===== src/rtl/uart_rx.sv =====
`timescale 1ns/1ps
// uart_rx
// Receives 11-bit asynchronous serial frames: start bit, 8 data bits LSB first,
// an even-parity bit and a stop bit. Only accepted frames, with stop bit 1,
// update the outputs, and they then hold until the next accepted frame.
//
// Ports:
//   clk      system clock, rising edge
//   n_rst    asynchronous active-low reset
//   rx       serial line, asynchronous to clk, idle high
//   parity   1 when the received parity bit disagrees with even parity of the data
//   Rx_Data  data byte of the last accepted frame
module uart_rx #(
  parameter int CLKS_PER_BIT = 5208
) (
  input  logic       clk,
  input  logic       n_rst,
  input  logic       rx,
  output logic       parity,
  output logic [7:0] Rx_Data
);

  // The counter never exceeds CLKS_PER_BIT-1, which always fits in clog2 bits.
  localparam int CW = $clog2(CLKS_PER_BIT);
  localparam logic [CW-1:0] CNT_ZERO  = CW'(0);
  localparam logic [CW-1:0] CNT_ONE   = CW'(1);
  localparam logic [CW-1:0] BIT_LAST  = CW'(CLKS_PER_BIT - 1);
  localparam logic [CW-1:0] HALF_LAST = CW'(CLKS_PER_BIT / 2 - 1);

  typedef enum logic [2:0] {
    IDLE      = 3'd0,
    START     = 3'd1,
    DATA      = 3'd2,
    PARITY    = 3'd3,
    STOP      = 3'd4,
    WAIT_HIGH = 3'd5
  } state_t;

  // Even-parity of a data byte: 1 when the byte holds an odd number of ones.
  function automatic logic even_parity(input logic [7:0] d);
    return ^d;
  endfunction

  logic          sync1_r;
  logic          rxs;
  state_t        state_r, state_s;
  logic [CW-1:0] cnt_r, cnt_s;
  logic [2:0]    idx_r, idx_s;
  logic [7:0]    shift_r, shift_s;
  logic          pbit_r, pbit_s;
  logic [7:0]    data_s;
  logic          perr_s;

  // Two-flop synchronizer for the asynchronous rx line; resets to idle level.
  always_ff @(posedge clk or negedge n_rst) begin
    if (!n_rst) begin
      sync1_r <= 1'b1;
      rxs     <= 1'b1;
    end else begin
      sync1_r <= rx;
      rxs     <= sync1_r;
    end
  end

  // Frame state machine register and all datapath/output registers.
  always_ff @(posedge clk or negedge n_rst) begin
    if (!n_rst) begin
      state_r <= IDLE;
      cnt_r   <= CNT_ZERO;
      idx_r   <= 3'd0;
      shift_r <= 8'h00;
      pbit_r  <= 1'b0;
      Rx_Data <= 8'h00;
      parity  <= 1'b0;
    end else begin
      state_r <= state_s;
      cnt_r   <= cnt_s;
      idx_r   <= idx_s;
      shift_r <= shift_s;
      pbit_r  <= pbit_s;
      Rx_Data <= data_s;
      parity  <= perr_s;
    end
  end

  // Next-state and next-value logic; every register holds unless a state acts.
  always_comb begin
    state_s = state_r;
    cnt_s   = cnt_r;
    idx_s   = idx_r;
    shift_s = shift_r;
    pbit_s  = pbit_r;
    data_s  = Rx_Data;
    perr_s  = parity;

    case (state_r)
      IDLE: begin
        cnt_s = CNT_ZERO;
        idx_s = 3'd0;
        if (!rxs) begin
          state_s = START;
        end else begin
          state_s = IDLE;
        end
      end

      // Re-check the line at mid start bit so short low pulses are ignored.
      START: begin
        if (cnt_r == HALF_LAST) begin
          cnt_s = CNT_ZERO;
          if (!rxs) begin
            state_s = DATA;
          end else begin
            state_s = IDLE;
          end
        end else begin
          cnt_s = cnt_r + CNT_ONE;
        end
      end

      DATA: begin
        if (cnt_r == BIT_LAST) begin
          cnt_s          = CNT_ZERO;
          shift_s[idx_r] = rxs;
          if (idx_r == 3'd7) begin
            idx_s   = 3'd0;
            state_s = PARITY;
          end else begin
            idx_s = idx_r + 3'd1;
          end
        end else begin
          cnt_s = cnt_r + CNT_ONE;
        end
      end

      PARITY: begin
        if (cnt_r == BIT_LAST) begin
          cnt_s   = CNT_ZERO;
          pbit_s  = rxs;
          state_s = STOP;
        end else begin
          cnt_s = cnt_r + CNT_ONE;
        end
      end

      // Byte and parity flag are committed together, only on a good stop bit.
      STOP: begin
        if (cnt_r == BIT_LAST) begin
          cnt_s = CNT_ZERO;
          if (rxs) begin
            data_s  = shift_r;
            perr_s  = pbit_r ^ even_parity(shift_r);
            state_s = IDLE;
          end else begin
            state_s = WAIT_HIGH;
          end
        end else begin
          cnt_s = cnt_r + CNT_ONE;
        end
      end

      // After a framing error wait for the line to return high, so a held-low
      // break never looks like a new start bit.
      WAIT_HIGH: begin
        cnt_s = CNT_ZERO;
        if (rxs) begin
          state_s = IDLE;
        end else begin
          state_s = WAIT_HIGH;
        end
      end

      default: begin
        state_s = IDLE;
        cnt_s   = CNT_ZERO;
        idx_s   = 3'd0;
      end
    endcase
  end

endmodule


===== config.mk =====
export PLATFORM = sky130hd
export DESIGN_NAME = uart_rx
export DESIGN_NICKNAME = d
export VERILOG_FILES = /design/src/rtl/uart_rx.sv
export SDC_FILE = /design/constraint.sdc
export NUM_CORES = 1
export LEC_CHECK = 0
export CAP_MARGIN = 10
export CORE_MARGIN = 8
export CORE_UTILIZATION = 40
export CTS_CLUSTER_SIZE = 14
export DETAILED_ROUTE_END_ITERATION = 10
export PLACE_DENSITY_LB_ADDON = 0.25
export REMOVE_ABC_BUFFERS = 1
export SLEW_MARGIN = 10
export SYNTH_ARGS = -nofsm -noshare
export SYNTH_HDL_FRONTEND = slang
export SYNTH_SLANG_ARGS = --single-unit

===== constraint.sdc =====
create_clock -name clk -period 2.8 [get_ports clk]
set_clock_uncertainty 0.2 [all_clocks]
set_input_delay 0.28 -clock clk [delete_from_list [all_inputs] [get_ports clk]]
set_output_delay 0.28 -clock clk [all_outputs]
set_load 0.02 [all_outputs]

==> results of run 1 <==
## logic make-up (layout without fill, tap and decap cells)
group	Yosys count	after routing	share of synthesized area, %
xor gates and xnor gates	18	18	8.60
and+or+nand+nor	66	66	20.5
AOI/OAI and AO/OA	17	17	4.89
adders and majority gates	3	3	1.88
muxes	22	22	12.2
DFF	39	39	49.1
buffers and inverters	13	26	2.89
## power by group through the flow
stage | Sequential, mW | Clock, mW | Combinational (mW)
after floorplan | 0.579 | 0 | 0.00197
after global placement | 0.580 | 0 | 0.0149
after detailed placement | 0.580 | 0 | 0.0156
after CTS | 0.569 | 0.421 | 0.0167
after global routing | 0.569 | 0.443 | 0.0186
final | 0.569 | 0.404 | 0.0156
## final timing paths
path,from,slack [ps],cells after the start,end
worst max-delay path,cnt_r[0],570,5,shift_r[6]
worst min-delay path,sync1_r,160,0,rxs
worst max register to register,cnt_r[0],570,5,shift_r[6]
worst min register to register,sync1_r,160,0,rxs
max in group asynchronous,n_rst,1420,2,cnt_r[3]
min in group asynchronous,n_rst,440,2,cnt_r[2]
## sequential cells by signal, summed over array words and instances, names as in the netlist
register and count:
cnt_r 13, Rx_Data 8, shift_r 8, idx_r 3, state_r 3, parity 1
pbit_r 1, rxs 1, sync1_r 1
## cells in the final DEF (no fill, tap or decap), drive strengths merged, types with 8 or more instances in the layout
master,synthesis,routed
dfrtp,37,37
nor2,20,20
mux2,19,19
xnor2,14,14
clkdlybuf4s50,0,10
o21ai,9,9
nor3,8,8
clkbuf,4,8
## metal layers
| layer | part of all wire, % | routed length [um] |
|---|---|---|
| met1 | 48 | 1750 |
| met4 | 1.4 | 50 |
| met5 | 0 | 0 |
| met2 | 46 | 1670 |
| met3 | 4.8 | 175 |
## critical path: stages (launching register included)
cell and delay [ps]:
dfrtp_1 380, ha_1 250, and4bb_2 300, nand4_2 210
nor4b_1 390, mux2_2 380
## per-stage QoR
stage                     utilization [%]  worst slack (ps)  cell area (um^2)  cells  power (mW)
final                                47.6               567              2260    258       0.988
after global routing                 47.6               408              2260    258        1.03
after CTS                            47.6               580              2260    258        1.01
after detailed placement             45.3               607              2150    249       0.596
after global placement               45.3               576              2150    249       0.595
after floorplan                         -               746              1960    170       0.581
## layout make-up
type | instances | area (um^2)
fillers | 456 | 2490
flip-flops and latches | 39 | 978
multi-input cells | 126 | 958
repair buffers | 13 | 123
clock buffers | 8 | 100
well taps | 67 | 83.8
inverters | 5 | 18.8
## repair_timing
item / CTS / global route
endpoints found under the hold margin: 37 / 0
gates resized for setup: 0 / 0
hold buffers: 1 / 0
==> out/results.tsv, run 1 <==
metric	value	unit
status	finished clean	
dp_hpwl	2580	um
initial_core_util	41.9	%
grt_pass1_vias	1336	
fin_nets	196	
grt_overflow_total	0	
hold_slack	158	ps
synth_warnings	0	
clk_latency	290	ps
pin_count	12	
cp-end-kind	register	
fin_crit_sh	79.8	%
synth_edf_count	0	
area_growth_syn_to_layout	13.4	%
cts_setup_buffers	0	
cts_tree	done	
track_usage	11.1	%
synth_top_area_share	46.4	%
maxSlewHeadroom	43.3	%
vias	1345	
yosys-top-cells-area	dfrtp_1 (46%), mux2_2 (11%), xnor2_1 (6.1%), nor2_1 (3.8%), dfstp_2 (2.6%)	
avgSynthCellArea	11.2	um^2
coreArea	4750	um^2
antenna_cells	0	
drcViolationCount	0	
use_met2	16.7	%
min_period	2230	ps
yosys.area.top_type	dfrtp_1	
path_clk_slew	70	ps
fmax	448	MHz
drv_slew	0	
leakagePower	0.976	nW
finalSetupTns	0	ps
grt_busiest_layer	met2	
pwr-share-comb	1.6	%
clkSinkCount	39	
die_y	86.6	um
postSynthCellCount	178	
antenna_found_initial	0	
worst_slew_pin_slew	851	ps
rsz0062_at_grt	false	
async_reset_ff_share	100	%
met1_usage	14.3	%
vias_per_cell	5.21	
sw_frac_of_total	19.6	%
pwr-share-clk	40.8	%
root_buffer	clkbuf_8	
min_path_type	register to register	
fp.dieArea	7500	um^2
htree_levels	2	
gp_congestion	0.829	
cts_made_buffers	5	
yosysMostFrequentCell	dfrtp_1	
grt_start_max_net_pins	40	
p_switching	0.194	mW
synth_top_flop_cell	dfrtp_1	
yosysSeqAreaShare	49.1	%
power_density	437	nW/um^2
die_w	86.6	um
worstPathRequired	2770	ps
wl_per_cell	14.1	um
grt_pass1_wl	6580	um
crit_arrival	2200	ps
yosys-top-cells-count	dfrtp_1 (37), nor2_1 (20), mux2_2 (19)	
wirelength	3650	um
crit_type	register to register	
ys_ff_latch	39	
io_buffers	11	
synth.distinct_cells	39	
dr.pass1.iters	4	
detail-route-antenna-nets	0	
drive_above_1_share	20.4	%
num_rows	25	
grtUsageMet3	3.69	%
drtIter0Drc	78	
netlist_area	1990	um^2
ctsLongestPathBuffers	2	
peakVddDrop	0.300	mV
internal-power	0.794	mW
setup_viol	0	
maxCapViolCount	0	
p_seq_share	57.6	%
crit_fanout	8	
hold_viol	0	
setup.worst_path.start_class	register	
Power figures use the tool's default switching activity.
==> inputs of run 2 (changes only) <==
- clock period: 2.8 -> 2.35 ns (I/O delays scaled with it)
==> run 2 against run 1 <==
Compared with the run above: worst setup slack worse by 450 ps; critical endpoint is now Rx_Data[3]; routed wire length is 6.2% higher; power is 20% higher; non-clock buffer count stayed put; critical path type unchanged; maximum frequency hardly changed.
==> out/results.tsv, run 2 (synthesized netlist as in run 1, its figures left out) <==
metric	value	unit
grt_busiest_layer	met2	
die_w	86.6	um
fillers	455	
min_path_type	register to register	
status	finished clean	
crit_type	register to register	
min_period	2230	ps
leakagePower	0.976	nW
initial_core_util	41.9	%
reg_top3	cnt_r (13), Rx_Data (8), shift_r (8)	
dp_cells	249	
regArea	978	um^2
setup.worst_path.start_class	register	
path_clk_slew	70	ps
grtUsageMet3	3.78	%
worst_slew_pin_slew	886	ps
die_y	86.6	um
layout_commonest_cell	dfrtp_1	
peakVddDrop	0.368	mV
post-route-worst-setup-slack	117	ps
root_buffer	clkbuf_8	
met1_usage	14.5	%
grt_pass1_vias	1403	
ctsLongestPathBuffers	2	
largest_reg_flops	13	
setup_viol	0	
power_density	525	nW/um^2
maxCapViolCount	0	
cts_resized	0	
vias	1323	
totalPowerFinal	1.19	mW
drive_above_1_share	20.4	%
cp_slowest_cell	dfrtp_1	
use_met2	17.8	%
htree_levels	2	
clk_latency	290	ps
dp_hpwl	2720	um
fp.dieArea	7500	um^2
regMostFlops	cnt_r	
max_stage_delay	390	ps
drv_slew	0	
clkSinkCount	39	
coreArea	4750	um^2
pin_count	12	
track_usage	11.5	%
grt_start_max_net_pins	40	
num_rows	25	
drcViolationCount	0	
cts_setup_buffers	0	
grt_pass1_wl	6780	um
fmax	448	MHz
crit_arrival	2200	ps
fin_crit_sh	95.0	%
dr.pass1.iters	4	
io_buffers	11	
antenna_cells	0	
multi_input_area	958	um^2
worstPathCellList	ha_1 -> and4bb_2 -> and3_1 -> nand4_4 -> mux2_2	
vias_per_cell	5.13	
cts_made_buffers	5	
cp_num_buf_inv	0	
crit_fanout	9	
worstPathRequired	2320	ps
wl_per_cell	15.0	um
area_growth_syn_to_layout	13.4	%
gp_congestion	0.826	
critical-path-top-delay-family	simple AND/OR/NAND/NOR gates	
cp-end-kind	register	
grt_overflow_total	0	
dp_slack	122	ps
drtIter0Drc	118	
hold_viol	0	
wirelength	3870	um
finalSetupTns	0	ps
maxSlewHeadroom	40.9	%
detail-route-antenna-nets	0	
antenna_found_initial	0	
cts_tree	done	
rsz0062_at_grt	true	
final_cell_mix	dfrtp_1 (37), nor2_1 (20), mux2_2 (19)	
stdcell_count	258	
fin_nets	196	
[run 2: cell counts in the layout (fill, tap and decap cells not counted)]
Identical to the previous run, type by type.
[run 2: layout make-up]
| type | instances | area share [%] |
|---|---|---|
| flip-flops and latches | 39 | 43.3 |
| multi-input cells | 126 | 42.4 |
| repair buffers | 13 | 5.42 |
| clock buffers | 8 | 4.42 |
| well taps | 67 | 3.71 |
| inverters | 5 | 0.830 |
[run 2: final timing paths]
kind,start,end,slack (ps),cells after the start
max,cnt_r[0],Rx_Data[3],120,5
min,sync1_r,rxs,160,0
max reg2reg,cnt_r[0],Rx_Data[3],120,5
min reg2reg,sync1_r,rxs,160,0
max in group asynchronous,n_rst,cnt_r[3],990,2
min in group asynchronous,n_rst,cnt_r[2],400,2
[run 2: layer usage]
layer	up-vias	part of all wire (%)
li1	647	-
met1	643	47
met2	27	47
met3	6	4.1
met4	0	1.7
met5	-	0
[run 2: repair_timing]
item | 4_1_cts | 5_1_grt
endpoints found under the setup margin | 0 | 3
hold buffers | 1 | 0
hold endpoints to repair | 37 | 0
[run 2: where the power goes]
group | internal (mW) | switching, mW | leakage [nW] | total [mW]
Combinational | 0.00463 | 0.0145 | 0.401 | 0.0191
Clock | 0.268 | 0.223 | 0.0515 | 0.491
Sequential | 0.674 | 0.00410 | 0.523 | 0.678
[run 2: worst register-to-register path, stage by stage (launching register included)]
cell      delay, ps
dfrtp_1         390
ha_1            260
and4bb_2        300
and3_1          350
nand4_4         270
mux2_2          350
[run 2: metrics by stage]
| step | util [%] | area, um^2 | hold slack, ps |
|---|---|---|---|
| final | 47.6 | 2260 | 158 |
| after global routing | 47.6 | 2260 | 150 |
| after CTS | 47.6 | 2260 | 151 |
| after detailed placement | 45.3 | 2150 | 150 |
| after global placement | 45.3 | 2150 | 149 |
| after floorplan | - | 1960 | -261 |
==> inputs of run 3 (changes only) <==
- CORE_MARGIN: 8 -> unset
==> run 3 against run 2 <==
Compared with the run above: worst hold slack lost 15 ps; power decreased by 3.4%; sequential power barely moved; worst setup slack better by 42 ps; core utilization barely moved; via count is 3.0% higher; global-route usage increased by 4.8 points; flip-flop and latch count is the same; final cell count is the same.
==> out/results.tsv, run 3 (synthesized netlist as in run 1, its figures left out) <==
metric	value	unit
io_buffers	11	
max_stage_delay	390	ps
ctsLongestPathBuffers	2	
final_util	47.6	%
setup_viol	0	
drcViolationCount	0	
min_path_type	input port to register	
grt_start_max_net_pins	40	
track_usage	16.2	%
die_y	72.6	um
cts_tree	done	
detail-route-antenna-nets	0	
leakagePower	0.965	nW
final_cell_mix	dfrtp_1 (37), nor2_1 (20), mux2_2 (19)	
pwr-share-comb	1.6	%
worstPathCellList	ha_1 -> and4bb_2 -> nand4_2 -> nor4b_1 -> mux2_2	
cts_setup_buffers	0	
fmax	456	MHz
cp_num_buf_inv	0	
reg_top3	cnt_r (13), Rx_Data (8), shift_r (8)	
final_area	2260	um^2
cp-end-kind	register	
htree_levels	2	
cp_slowest_cell	dfrtp_1	
power_density	508	nW/um^2
p_seq_share	59.1	%
crit_fanout	8	
peakVddDrop	0.343	mV
fillers	441	
gp_congestion	0.908	
largest_reg_flops	13	
fp.dieArea	5270	um^2
maxCapViolCount	0	
clkSinkCount	39	
maxSlewHeadroom	44.0	%
drive_above_1_share	21.5	%
vias_per_cell	5.28	
vias	1363	
pwr-share-clk	39.4	%
min_period	2190	ps
internal-power	0.890	mW
worst_slew_pin_slew	840	ps
finalSetupTns	0	ps
wl_per_cell	14.2	um
cts_made_buffers	5	
critical-path-top-delay-family	simple AND/OR/NAND/NOR gates	
crit_arrival	2170	ps
coreArea	4750	um^2
rsz0062_at_grt	false	
r2r_start	cnt_r[0]	
status	finished clean	
grt_pass1_wl	6490	um
initial_core_util	41.9	%
antenna_found_initial	0	
regMostFlops	cnt_r	
root_buffer	clkbuf_8	
dr.pass1.iters	4	
grt_overflow_total	0	
p_switching	0.257	mW
worstSetupStartpoint	cnt_r[0]	
multi_input_area	965	um^2
crit_type	register to register	
clk_latency	290	ps
worstPathRequired	2330	ps
num_rows	25	
path_clk_slew	80	ps
pin_count	12	
die_w	72.6	um
grt_pass1_vias	1349	
dp_hpwl	2630	um
drtIter0Drc	50	
fin_crit_sh	93.2	%
hold_viol	0	
placed_area	2150	um^2
sw_frac_of_total	22.4	%
drv_slew	0	
fin_nets	196	
area_growth_syn_to_layout	13.4	%
antenna_cells	0	
regArea	978	um^2
layout_commonest_cell	dfrtp_1	
hp-start	rx	
wirelength	3670	um
setup.worst_path.start_class	register	
run 3: cell types whose count changed in the layout (fill, tap and decap cells not counted), sizes merged:
cell / delta
clkbuf: -3
inv: +1
clkinvlp: +2
run 3: path summary, 6_finish.rpt:
check,endpoint,slack (ps),depth (start not counted)
max,shift_r[2],160,5
min,sync1_r,140,1
max reg2reg,shift_r[2],160,5
min reg2reg,rxs,160,0
max in group asynchronous,cnt_r[9],1030,2
min in group asynchronous,state_r[1],390,2
run 3: through the flow:
step / power [mW] / hold slack, ps / setup slack (ps) / instances
after floorplan: 0.692 / -261 / 296 / 170
after global placement: 0.709 / 146 / 181 / 249
after detailed placement: 0.709 / 148 / 150 / 249
after CTS: 1.17 / 131 / 153 / 258
after global routing: 1.21 / 136 / 34.7 / 258
final: 1.15 / 143 / 159 / 258
run 3: final cells by class:
| cell class | instances | area share, % |
|---|---|---|
| multi-input cells | 126 | 42.7 |
| inverters | 5 | 0.830 |
| flip-flops and latches | 39 | 43.3 |
| repair buffers | 13 | 5.42 |
| clock inverters | 3 | 1.05 |
| clock buffers | 5 | 3.04 |
| well taps | 67 | 3.71 |
run 3: power groups by stage:
stage	Combinational, mW	Clock, mW	Sequential [mW]
5_1_grt	0.0224	0.506	0.678
3_5_place_dp	0.0184	0	0.691
2_1_floorplan	0.00235	0	0.690
4_1_cts	0.0198	0.472	0.678
6_report	0.0181	0.452	0.678
3_3_place_gp	0.0178	0	0.691
run 3: metal layers:
layer	vias to the layer above	part of all wire [%]	wire [um]	track usage [%]
met5	-	0	0	0
met4	0	1.6	57	6.32
met3	4	3.2	116	4.14
met2	25	48	1750	25.5
met1	681	47	1740	21.6
li1	653	-	-	-
run 3: what timing repair did:
item | in CTS | in global routing
resized for setup | 0 | 1
setup endpoints to repair | 0 | 1
endpoints found under the hold margin | 37 | 0
hold buffers | 1 | 0
